$ cat src/rtl/fir_decim_fifo.sv
// Post-FIR stage: drops the pipeline warm-up samples, keeps 1 of every DECIM samples,
// and buffers them in a first-word-fall-through FIFO behind a valid/ready stream.
module fir_decim_fifo #(
   parameter int DATA_W = 10,
   parameter int DECIM  = 4,
   parameter int DEPTH  = 8,
   parameter int WARMUP = 64
) (
   input  logic                       clk,
   input  logic                       rst_n,
   input  logic                       clr,
   input  logic [DATA_W-1:0]          y_in,
   output logic [DATA_W-1:0]          m_data,
   output logic                       m_valid,
   input  logic                       m_ready,
   output logic [$clog2(DEPTH):0]     level,
   output logic                       overflow,
   output logic [15:0]                ovf_count
);

   localparam int AW   = $clog2(DEPTH);
   localparam int PW   = AW + 1;
   localparam int PH_W = (DECIM > 1) ? $clog2(DECIM) : 1;
   localparam int WC_W = $clog2(WARMUP + 1);

   logic [WC_W-1:0]   warm_cnt_q, warm_cnt_d;
   logic [PH_W-1:0]   phase_q, phase_d;
   logic [PW-1:0]     wr_ptr_q, wr_ptr_d;
   logic [PW-1:0]     rd_ptr_q, rd_ptr_d;
   logic              overflow_q, overflow_d;
   logic [15:0]       ovf_count_q, ovf_count_d;
   logic [DATA_W-1:0] mem_q [DEPTH];

   logic warm_done, capture, empty, full, pop, push, drop;

   assign warm_done = (warm_cnt_q == WC_W'(WARMUP));
   assign capture   = warm_done && (phase_q == '0);
   assign empty     = (wr_ptr_q == rd_ptr_q);
   assign full      = (wr_ptr_q[AW] != rd_ptr_q[AW]) &&
                      (wr_ptr_q[AW-1:0] == rd_ptr_q[AW-1:0]);
   assign pop       = m_valid & m_ready;
   // A pop in the same edge frees the slot, so a full FIFO still accepts the push.
   assign push      = capture & (~full | pop);
   assign drop      = capture & full & ~pop;

   // NOTE: every variable gets its default at the top of always_comb so no path leaves it unassigned, which would infer a latch.
   always_comb begin
      warm_cnt_d  = warm_cnt_q;
      phase_d     = phase_q;
      wr_ptr_d    = wr_ptr_q;
      rd_ptr_d    = rd_ptr_q;
      overflow_d  = overflow_q;
      ovf_count_d = ovf_count_q;
      if (clr) begin
         warm_cnt_d  = '0;
         phase_d     = '0;
         wr_ptr_d    = '0;
         rd_ptr_d    = '0;
         overflow_d  = 1'b0;
         ovf_count_d = '0;
      end else begin
         if (!warm_done) begin
            warm_cnt_d = warm_cnt_q + WC_W'(1);
         end else if (phase_q == PH_W'(DECIM - 1)) begin
            phase_d = '0;
         end else begin
            phase_d = phase_q + PH_W'(1);
         end
         if (push) wr_ptr_d = wr_ptr_q + PW'(1);
         if (pop)  rd_ptr_d = rd_ptr_q + PW'(1);
         if (drop) begin
            overflow_d = 1'b1;
            if (ovf_count_q != 16'hFFFF) ovf_count_d = ovf_count_q + 16'd1;
         end
      end
   end

   // NOTE: sequential state uses non-blocking assignments so every flop samples the pre-edge values.
   always_ff @(posedge clk or negedge rst_n) begin
      if (!rst_n) begin
         warm_cnt_q  <= '0;
         phase_q     <= '0;
         wr_ptr_q    <= '0;
         rd_ptr_q    <= '0;
         overflow_q  <= 1'b0;
         ovf_count_q <= '0;
      end else begin
         warm_cnt_q  <= warm_cnt_d;
         phase_q     <= phase_d;
         wr_ptr_q    <= wr_ptr_d;
         rd_ptr_q    <= rd_ptr_d;
         overflow_q  <= overflow_d;
         ovf_count_q <= ovf_count_d;
      end
   end

   // NOTE: storage is not reset; stale entries are unreachable because the pointers are, and m_data is forced to 0 when empty.
   always_ff @(posedge clk) begin
      if (push && !clr) mem_q[wr_ptr_q[AW-1:0]] <= y_in;
   end

   assign m_valid   = ~empty;
   assign m_data    = empty ? '0 : mem_q[rd_ptr_q[AW-1:0]];
   assign level     = wr_ptr_q - rd_ptr_q;
   assign overflow  = overflow_q;
   assign ovf_count = ovf_count_q;

endmodule

$ cat config.mk
export PLATFORM = sky130hd
export DESIGN_NAME = fir_decim_fifo
export DESIGN_NICKNAME = d
export VERILOG_FILES = /design/src/rtl/fir_decim_fifo.sv
export SDC_FILE = /design/constraint.sdc
export NUM_CORES = 1
export LEC_CHECK = 0
export ABC_AREA = 0
export ABC_CLOCK_PERIOD_IN_PS = 4250
export CORE_UTILIZATION = 40
export CTS_BUF_LIST = sky130_fd_sc_hd__clkbuf_8
export CTS_CLUSTER_SIZE = 20
export DETAILED_ROUTE_END_ITERATION = 12
export GPL_ROUTABILITY_DRIVEN = 1
export PLACE_DENSITY = 0.62
export SLEW_MARGIN = 20
export SYNTH_ARGS = -nofsm -noshare
export SYNTH_HDL_FRONTEND = slang
export SYNTH_SLANG_ARGS = --single-unit
$ cat constraint.sdc
create_clock -name clk -period 4.25 [get_ports clk]
set_clock_uncertainty 0.1 [all_clocks]
set_input_delay 0.425 -clock clk [delete_from_list [all_inputs] [get_ports clk]]
set_output_delay 0.425 -clock clk [all_outputs]
set_load 0.02 [all_outputs]
==> flow_summary.ini, run 1 <==
[status]
status = finished clean

[global_route]
grt_max_degree = 40
grt_antenna_before_repair = 0
grt_pass1_vias = 3026
grt-ovfl-total = 0
grt_pass1_wl_um = 16300
gr-usage-all-layers_pct = 17.2

[clock_tree]
numCtsBuffers = 17
post_cts_buffers = 0
cts_tree = built
cts.htree.levels = 4
hold_buffers = 0
clk_pin_slew_ns = 0.07
clk_latency_ns = 0.43
postCtsResizedCells = 0
clock_path_buffers = 2
cts.sinks = 114
root_buffer = clkbuf_8

[critical_path]
r2r_slack_ns = 1.02
reg2regPathDepth = 9
path_class = flop to output pin
start_kind = flop
cp_max_fo = 12
cp.arrival_ns = 2.96
worstPathRequired_ns = 3.72
r2r-end = mem_q[3][4]$_DFFE_PP_
crit-reg2reg-launch = rd_ptr_q[2]$_DFFE_PN0P_
cp-end-kind = output pin

[yosys]
yosysWarnings = 0
async_flop_share_pct = 29.8
syn_inst = 351
synth_cell_types = 46
syn-num-nets = 376
ys_seq_area_share_pct = 64.0
avgSynthCellArea_um2 = 14.5
synth_edf_count = 80
syn_area_mm2 = 0.00508
synth-main-ff-cell = edfxtp_1
ys_seq_elements = 114

[placed_design]
gp_congestion = 0.729
dp_slack_ns = 1.06
io_buffers = 45
hpwl_um = 6450

[floorplanning]
die_area_mm2 = 0.0132
die_y_um = 115
die_x_um = 115
core_area_mm2 = 0.0122
num_rows = 40
num_io_pins = 46
start_util_pct = 41.6

[run]
cap_violations = 0

[route]
drt_iter0_drc = 220
wl_um = 10100
wl_per_cell_um = 16.9
ant_nets = 0
avgViaCountPerCell = 5.10
vias = 3042
first_pass_iters = 4
remaining_drc_errors = 0

[timing]
relSlewSlack_pct = 54.6
min_period_ns = 3.48
setup_ws_ns = 0.769
setup_viol_count_final = 0
rsz0062_at_grt = no
timing.fmax_mhz = 287
tightest_slew_ns = 0.679
tns_ns = 0
period_share_pct = 81.9
slew_violations = 0
hold_viol_final = 0

[power]
p_seq_share_pct = 51.1
power_density_mw_per_mm2 = 378
clockPowerShare_pct = 47.0
netSwitchingFraction_pct = 19.1
ir_drop_uv = 220
p_switching_uw = 448
intPower_mw = 1.89
p_comb_share_pct = 1.9
p_leak_nw = 2.24

[finish]
diodes = 0
fillers = 1050
drive_gt1_share_pct = 17.5
fin_nets = 442
regArea_mm2 = 0.00325
areaGrowthSynthToFinish_pct = 22.1
multi_input_area_mm2 = 0.00170

[hold_path]
min_path_type = input port to async pin
per-stage QoR:
step                      std cells  utilization [%]  cell area [um2]  power (mW)  hold WS (ns)
after global placement          566             47.3             5770        1.26         0.385
after CTS                       597             50.8             6200        2.37         0.289
final                           597             50.8             6200        2.34         0.293
after global routing            597             50.8             6200        2.43         0.337
after floorplan                 351                -             5080        1.23        0.0294
after detailed placement        566             47.3             5770        1.26         0.389
worst max path at each step:
stage | from | end | slack (ns) | depth (start not counted)
after floorplan | rd_ptr_q[1]$_DFFE_PN0P_ | mem_q[1][0]$_DFFE_PP_ | 1.04 | 8
after CTS | rd_ptr_q[2]$_DFFE_PN0P_ | m_data[5] | 0.70 | 8
after global placement | rd_ptr_q[2]$_DFFE_PN0P_ | mem_q[3][8]$_DFFE_PP_ | 1.12 | 9
after global routing | rd_ptr_q[2]$_DFFE_PN0P_ | m_data[5] | 0.57 | 8
after detailed placement | rd_ptr_q[2]$_DFFE_PN0P_ | mem_q[3][6]$_DFFE_PP_ | 1.06 | 9
final | rd_ptr_q[2]$_DFFE_PN0P_ | m_data[5] | 0.77 | 8
worst max-delay path: stages (launching register included):
cell and delay, ns:
dfrtp_1 0.33, buf_4 0.19, inv_1 0.24, ha_1 0.43, nand3_1 0.08, nor2_1 0.42, buf_4 0.24, a21oi_1 0.05
clkdlybuf4s50_1 0.54
layout by cell type (no fill, tap or decap), drive strengths merged, types with 2 or more instances in the layout:
| cell type | netlist | layout |
|---|---|---|
| and3 | 5 | 5 |
| nand2b | 3 | 3 |
| edfxtp | 80 | 80 |
| nand4 | 7 | 7 |
| o31ai | 2 | 2 |
| xor2 | 11 | 11 |
| xnor2 | 12 | 12 |
| nor3 | 7 | 7 |
| a21oi | 16 | 16 |
| nand2 | 31 | 31 |
| clkinv | 0 | 7 |
| clkbuf | 8 | 17 |
| and4 | 2 | 2 |
| ha | 10 | 10 |
| inv | 11 | 13 |
| bufinv | 0 | 5 |
| o41ai | 2 | 2 |
| mux4 | 20 | 20 |
| mux2i | 5 | 5 |
| nand3 | 11 | 11 |
| nor4 | 5 | 5 |
| buf | 5 | 15 |
| mux2 | 3 | 3 |
| dfrtp | 34 | 34 |
| or3 | 5 | 5 |
| nor2b | 3 | 3 |
| nand3b | 2 | 2 |
| nor2 | 43 | 43 |
| clkdlybuf4s50 | 0 | 45 |
kinds of logic (layout without fill, tap and decap cells):
family | Yosys count | count (layout) | synth area share (%)
AO/OA/AOI/OAI | 23 | 23 | 2.98
AND/OR/NAND/NOR | 128 | 128 | 13.1
multiplexers | 28 | 28 | 10.5
XOR/XNOR | 23 | 23 | 4.11
buffers and inverters | 24 | 102 | 2.44
adder cells (fa/ha/maj) | 11 | 11 | 2.86
flip-flops | 114 | 114 | 64.0
cell usage after synthesis (all sizes together), types with 3 or more instances:
cell / count / area, um2
nand2b: 3 / 18.8
nor2b: 3 / 18.8
nand4: 7 / 56.3
or3: 5 / 32.5
xnor2: 12 / 105
edfxtp: 80 / 2400
inv: 11 / 41.3
nor2: 43 / 161
nand2: 31 / 116
clkbuf: 8 / 50.1
ha: 10 / 125
mux2: 3 / 33.8
xor2: 11 / 104
nor4: 5 / 61.3
a21oi: 16 / 80.1
nand3: 11 / 60.1
mux2i: 5 / 50.1
mux4: 20 / 450
buf: 5 / 32.5
and3: 5 / 32.5
nor3: 7 / 35.0
dfrtp: 34 / 851
power groups by stage:
stage / combinational, mW / sequential [mW] / clock [mW]
after floorplan: 0.0151 / 1.22 / 0
after global placement: 0.0451 / 1.22 / 0
after detailed placement: 0.0458 / 1.22 / 0
after CTS: 0.0460 / 1.20 / 1.13
after global routing: 0.0511 / 1.20 / 1.18
final: 0.0449 / 1.20 / 1.10
per-layer routing:
metal	track usage [%]	part of all wire (%)	wire (um)	vias to the layer above
li1	-	-	-	1436
met1	23.0	45	4590	1531
met2	25.8	49	4900	65
met3	5.66	4.7	479	10
met4	7.27	1.3	136	0
met5	0	0	0	-
registers in the layout (all words and copies together), names as in the netlist:
register,cells
mem_q,80
ovf_count,16
warm_cnt_q,7
rd_ptr_q,4
wr_ptr_q,4
phase_q,2
overflow,1
layout make-up:
class	count	share of cell area, %
repair buffers	60	9.08
clock inverters	14	3.17
multi-input cells	213	27.5
clock buffers	17	3.77
well taps	168	3.39
flip-flops and latches	114	52.5
inverters	11	0.666
Note: power is estimated with default switching activity, not from simulation.
==> run 2, diff against run 1 <==
--- a/config.mk
+++ b/config.mk
@@ -6,7 +6,7 @@
 export NUM_CORES = 1
 export LEC_CHECK = 0
 export ABC_AREA = 0
-export ABC_CLOCK_PERIOD_IN_PS = 4250
+export ABC_CLOCK_PERIOD_IN_PS = 3320
 export CORE_UTILIZATION = 40
 export CTS_BUF_LIST = sky130_fd_sc_hd__clkbuf_8
 export CTS_CLUSTER_SIZE = 20
==> constraint.sdc (replaced) <==
create_clock -name clk -period 3.32 [get_ports clk]
set_clock_uncertainty 0.1 [all_clocks]
set_input_delay 0.332 -clock clk [delete_from_list [all_inputs] [get_ports clk]]
set_output_delay 0.332 -clock clk [all_outputs]
set_load 0.02 [all_outputs]
==> flow_summary.ini, run 2 (synthesized netlist as in run 1, its figures left out) <==
[finish]
diodes = 0
final_cell_count_no_fill = 600
areaGrowthSynthToFinish_pct = 21.4
final_common_cell = edfxtp_1
drive_gt1_share_pct = 19.0
fin_area_mm2 = 0.00617
fin_nets = 444
largest_reg_flops = 80
most-common-layout-cells = edfxtp_1 (80), clkdlybuf4s50_1 (45), nor2_1 (42)

[status]
status = finished clean

[placed_design]
gp_congestion = 0.742
io_buffers = 45
hpwl_um = 6700
placed_cells = 568
place_area_mm2 = 0.00579

[timing]
tightest_slew_ns = 0.652
slew_violations = 0
setup_viol_count_final = 0
period_share_pct = 93.3
timing.fmax_mhz = 323
rsz0062_at_grt = no
min_period_ns = 3.10
tns_ns = 0
timing.hold.ws_ns = 0.199
relSlewSlack_pct = 56.4
hold_viol_final = 0

[power]
power_density_mw_per_mm2 = 456
netSwitchingFraction_pct = 21.5
ir_drop_uv = 225
p_leak_nw = 2.22
p_switching_uw = 605
p_comb_share_pct = 2.1
intPower_mw = 2.21
power_mw = 2.81
clockPowerShare_pct = 43.5
p_seq_share_pct = 54.4

[global_route]
grt_antenna_before_repair = 0
grt_pass1_wl_um = 16500
grt_pass1_vias = 3148
grt_max_degree = 38
grt-ovfl-total = 0
gr-usage-all-layers_pct = 17.3

[critical_path]
path_class = flop to output pin
cp_max_fo = 11
cp-end-kind = output pin
slowest_stage = clkdlybuf4s50_1
start_kind = flop
worstPathRequired_ns = 2.89
cp.arrival_ns = 2.67
r2r_slack_ns = 0.47
worstPathCellList = ha_1 -> nand3_1 -> nor2_2 -> inv_1 -> clkdlybuf4s50_1
slowest_delay_ns = 0.60

[floorplanning]
die_x_um = 115
num_io_pins = 46
num_rows = 40
die_y_um = 115
start_util_pct = 41.6
die_area_mm2 = 0.0132
core_area_mm2 = 0.0122

[route]
top_layer = met4
first_pass_iters = 4
vias = 3109
met1Wirelength_um = 4470
wl_met3_um = 473
remaining_drc_errors = 0
ant_nets = 0
avgViaCountPerCell = 5.18
wl_um = 10300
drt_iter0_drc = 220
wl_per_cell_um = 17.1
wl_met2_um = 5180

[clock_tree]
cts.htree.levels = 4
cts_tree = built
clock_path_buffers = 2
hold_buffers = 0
numCtsBuffers = 17
clk_latency_ns = 0.44
postCtsResizedCells = 1
cts.sinks = 114
post_cts_buffers = 0
root_buffer = clkbuf_8
clk_pin_slew_ns = 0.07

[hold_path]
min_path_type = input port to async pin

[run]
cap_violations = 0
[run 2: changes by cell type in the layout (fill, tap and decap cells not counted), sizes merged]
cell / before / now
buf: 15 / 17
clkinv: 7 / 10
bufinv: 5 / 2
clkinvlp: 0 / 1
[run 2: final timing paths]
kind	startpoint	endpoint	cells after the start
worst min-delay path	rst_n	ovf_count[8]$_DFFE_PN0P_	2
worst min register to register	overflow$_DFFE_PN0P_	overflow$_DFFE_PN0P_	2
max in group asynchronous	rst_n	warm_cnt_q[2]$_DFFE_PN0P_	2
worst max register to register	wr_ptr_q[2]$_DFFE_PN0P_	mem_q[3][4]$_DFFE_PP_	7
worst max-delay path	wr_ptr_q[2]$_DFFE_PN0P_	m_valid	5
min in group clk	overflow$_DFFE_PN0P_	overflow$_DFFE_PN0P_	2
[run 2: routing by layer]
metal / track usage, % / vias to the layer above
met5: 0 / -
met4: 7.53 / 0
met3: 4.82 / 13
met2: 28.0 / 74
met1: 21.7 / 1574
li1: - / 1448
[run 2: metrics by stage]
step	setup slack, ns	utilization, %
5_1_grt	0.0354	50.5
3_5_place_dp	0.346	47.4
2_1_floorplan	0.105	-
6_report	0.222	50.5
4_1_cts	0.188	50.5
3_3_place_gp	0.382	47.4
[run 2: critical path: cells and delay by family (launching register included)]
| kind | cells | cell delay (ns) |
|---|---|---|
| buffers and inverters | 2 | 0.81 |
| AND/OR/NAND/NOR | 2 | 0.60 |
| flip-flops | 1 | 0.45 |
| adder cells (fa/ha/maj) | 1 | 0.38 |
[run 2: cell type report]
cell class / instances / area, um2
Fill cell: 1054 / 6050
Sequential cell: 114 / 3250
Multi-Input combinational cell: 213 / 1710
Timing Repair Buffer: 62 / 578
Clock buffer: 17 / 234
Tap cell: 168 / 210
Clock inverter: 15 / 144
Inverter: 11 / 41.3
[run 2: power by group through the flow]
stage | clock (mW) | sequential (mW) | combinational (mW)
floorplan | 0 | 1.56 | 0.0193
global placement | 0 | 1.56 | 0.0586
detailed placement | 0 | 1.56 | 0.0608
CTS | 1.26 | 1.53 | 0.0607
global route | 1.31 | 1.53 | 0.0663
finish | 1.22 | 1.53 | 0.0587
==> run 3, diff against run 2 <==
--- a/config.mk
+++ b/config.mk
@@ -12,7 +12,7 @@
 export CTS_CLUSTER_SIZE = 20
 export DETAILED_ROUTE_END_ITERATION = 12
 export GPL_ROUTABILITY_DRIVEN = 1
-export PLACE_DENSITY = 0.62
+export PLACE_DENSITY = 0.67
 export SLEW_MARGIN = 20
 export SYNTH_ARGS = -nofsm -noshare
 export SYNTH_HDL_FRONTEND = slang
==> flow_summary.ini, run 3 (synthesized netlist as in run 1, its figures left out) <==
[clock_tree]
clk_latency_ns = 0.43
numCtsBuffers = 17
clock_path_buffers = 2
cts.htree.levels = 4
cts_tree = built
hold_buffers = 0
cts.sinks = 114
clk_pin_slew_ns = 0.07
root_buffer = clkbuf_8

[power]
power_density_mw_per_mm2 = 491
p_leak_nw = 2.24
ir_drop_uv = 318
power_mw = 3.06

[route]
wl_um = 10200
vias = 3043
remaining_drc_errors = 0
drt_iter0_drc = 223
first_pass_iters = 5
avgViaCountPerCell = 5.08
ant_nets = 0
wl_per_cell_um = 17.1

[finish]
drive_gt1_share_pct = 18.8
areaGrowthSynthToFinish_pct = 22.6
final_common_cell = edfxtp_1
fin_nets = 443
diodes = 0
most-common-layout-cells = edfxtp_1 (80), clkdlybuf4s50_1 (45), nor2_1 (42)
largest_reg_flops = 80

[global_route]
grt_antenna_before_repair = 0
grt_pass1_wl_um = 16700
grt-ovfl-total = 0
grt_max_degree = 38
gr-usage-all-layers_pct = 17.5
grt_pass1_vias = 3254

[placed_design]
hpwl_um = 6700
io_buffers = 45
gp_congestion = 0.785

[timing]
relSlewSlack_pct = 52.3
timing.fmax_mhz = 320
tns_ns = 0
setup_viol_count_final = 0
tightest_slew_ns = 0.712
hold_viol_final = 0
slew_violations = 0
period_share_pct = 94.1
rsz0062_at_grt = no
min_period_ns = 3.13

[critical_path]
crit-reg2reg-launch = wr_ptr_q[2]$_DFFE_PN0P_
cp_max_fo = 11
worstPathRequired_ns = 2.89
r2r-end = mem_q[3][4]$_DFFE_PP_
slowest_stage = clkdlybuf4s50_1
cp-endpoint = m_valid
cp.arrival_ns = 2.69
crit_start = wr_ptr_q[1]$_DFFE_PN0P_
r2r_slack_ns = 0.55
path_class = flop to output pin
reg2regPathDepth = 7
slowest_delay_ns = 0.60
cp-end-kind = output pin
worstPathCellList = ha_1 -> nand3_1 -> nor2_2 -> inv_1 -> clkdlybuf4s50_1
start_kind = flop

[run]
cap_violations = 0

[status]
status = finished clean

[hold_path]
min_path_type = input port to async pin

[floorplanning]
num_rows = 40
die_y_um = 115
die_x_um = 115
die_area_mm2 = 0.0132
num_io_pins = 46
core_area_mm2 = 0.0122
start_util_pct = 41.6
==> run 3: routing by layer <==
metal / wire (um) / GRT usage, % / vias to the layer above
li1: - / - / 1442
met4: 110 / 7.88 / 0
met1: 4430 / 21.8 / 1527
met2: 5100 / 28.0 / 65
met5: 0 / 0 / -
met3: 576 / 5.35 / 9
==> run 3: worst min path at each step <==
stage / end / slack (ns) / cells past startpoint / startpoint
6_report: ovf_count[8]$_DFFE_PN0P_ / 0.19 / 2 / rst_n
5_1_grt: ovf_count[8]$_DFFE_PN0P_ / 0.24 / 2 / rst_n
4_1_cts: ovf_count[8]$_DFFE_PN0P_ / 0.19 / 2 / rst_n
3_5_place_dp: overflow$_DFFE_PN0P_ / 0.40 / 2 / overflow$_DFFE_PN0P_
3_3_place_gp: overflow$_DFFE_PN0P_ / 0.39 / 2 / overflow$_DFFE_PN0P_
2_1_floorplan: overflow$_DFFE_PN0P_ / -0.06 / 0 / rst_n
==> run 3: critical path, delay by kind of cell, from the launching register on <==
kind                       cells  cell delay [ns]
buffers and inverters          2             0.81
DFF                            1             0.49
adders and majority gates      1             0.37
and+or+nand+nor                2             0.58
==> run 3: power by group <==
| part | switching (mW) | total [mW] | internal, mW |
|---|---|---|---|
| sequential | 0.00371 | 1.53 | 1.53 |
| clock | 0.580 | 1.47 | 0.887 |
| combinational | 0.0375 | 0.0598 | 0.0223 |
==> run 3: area by class of cell <==
cell class | count | area, um2
multi-input cells | 213 | 1710
clock inverters | 15 | 215
repair buffers | 61 | 571
fillers | 1046 | 5980
well taps | 168 | 210
clock buffers | 17 | 234
flip-flops and latches | 114 | 3250
inverters | 11 | 41.3
==> run 3: timing repair <==
item | in CTS | in global routing
setup buffers | 0 | 0
setup endpoints to repair | 3 | 0
gates resized for setup | 1 | 0
==> run 3: metrics by stage <==
stage,std cells,utilization [%],setup slack (ns),hold WS [ns],instance area (um2)
global placement,567,47.3,0.412,0.387,5780
finish,599,51.0,0.195,0.195,6230
CTS,599,51.0,0.159,0.190,6230
floorplan,351,-,0.105,-0.0636,5080
detailed placement,567,47.3,0.336,0.398,5780
global route,599,51.0,0.0236,0.243,6230
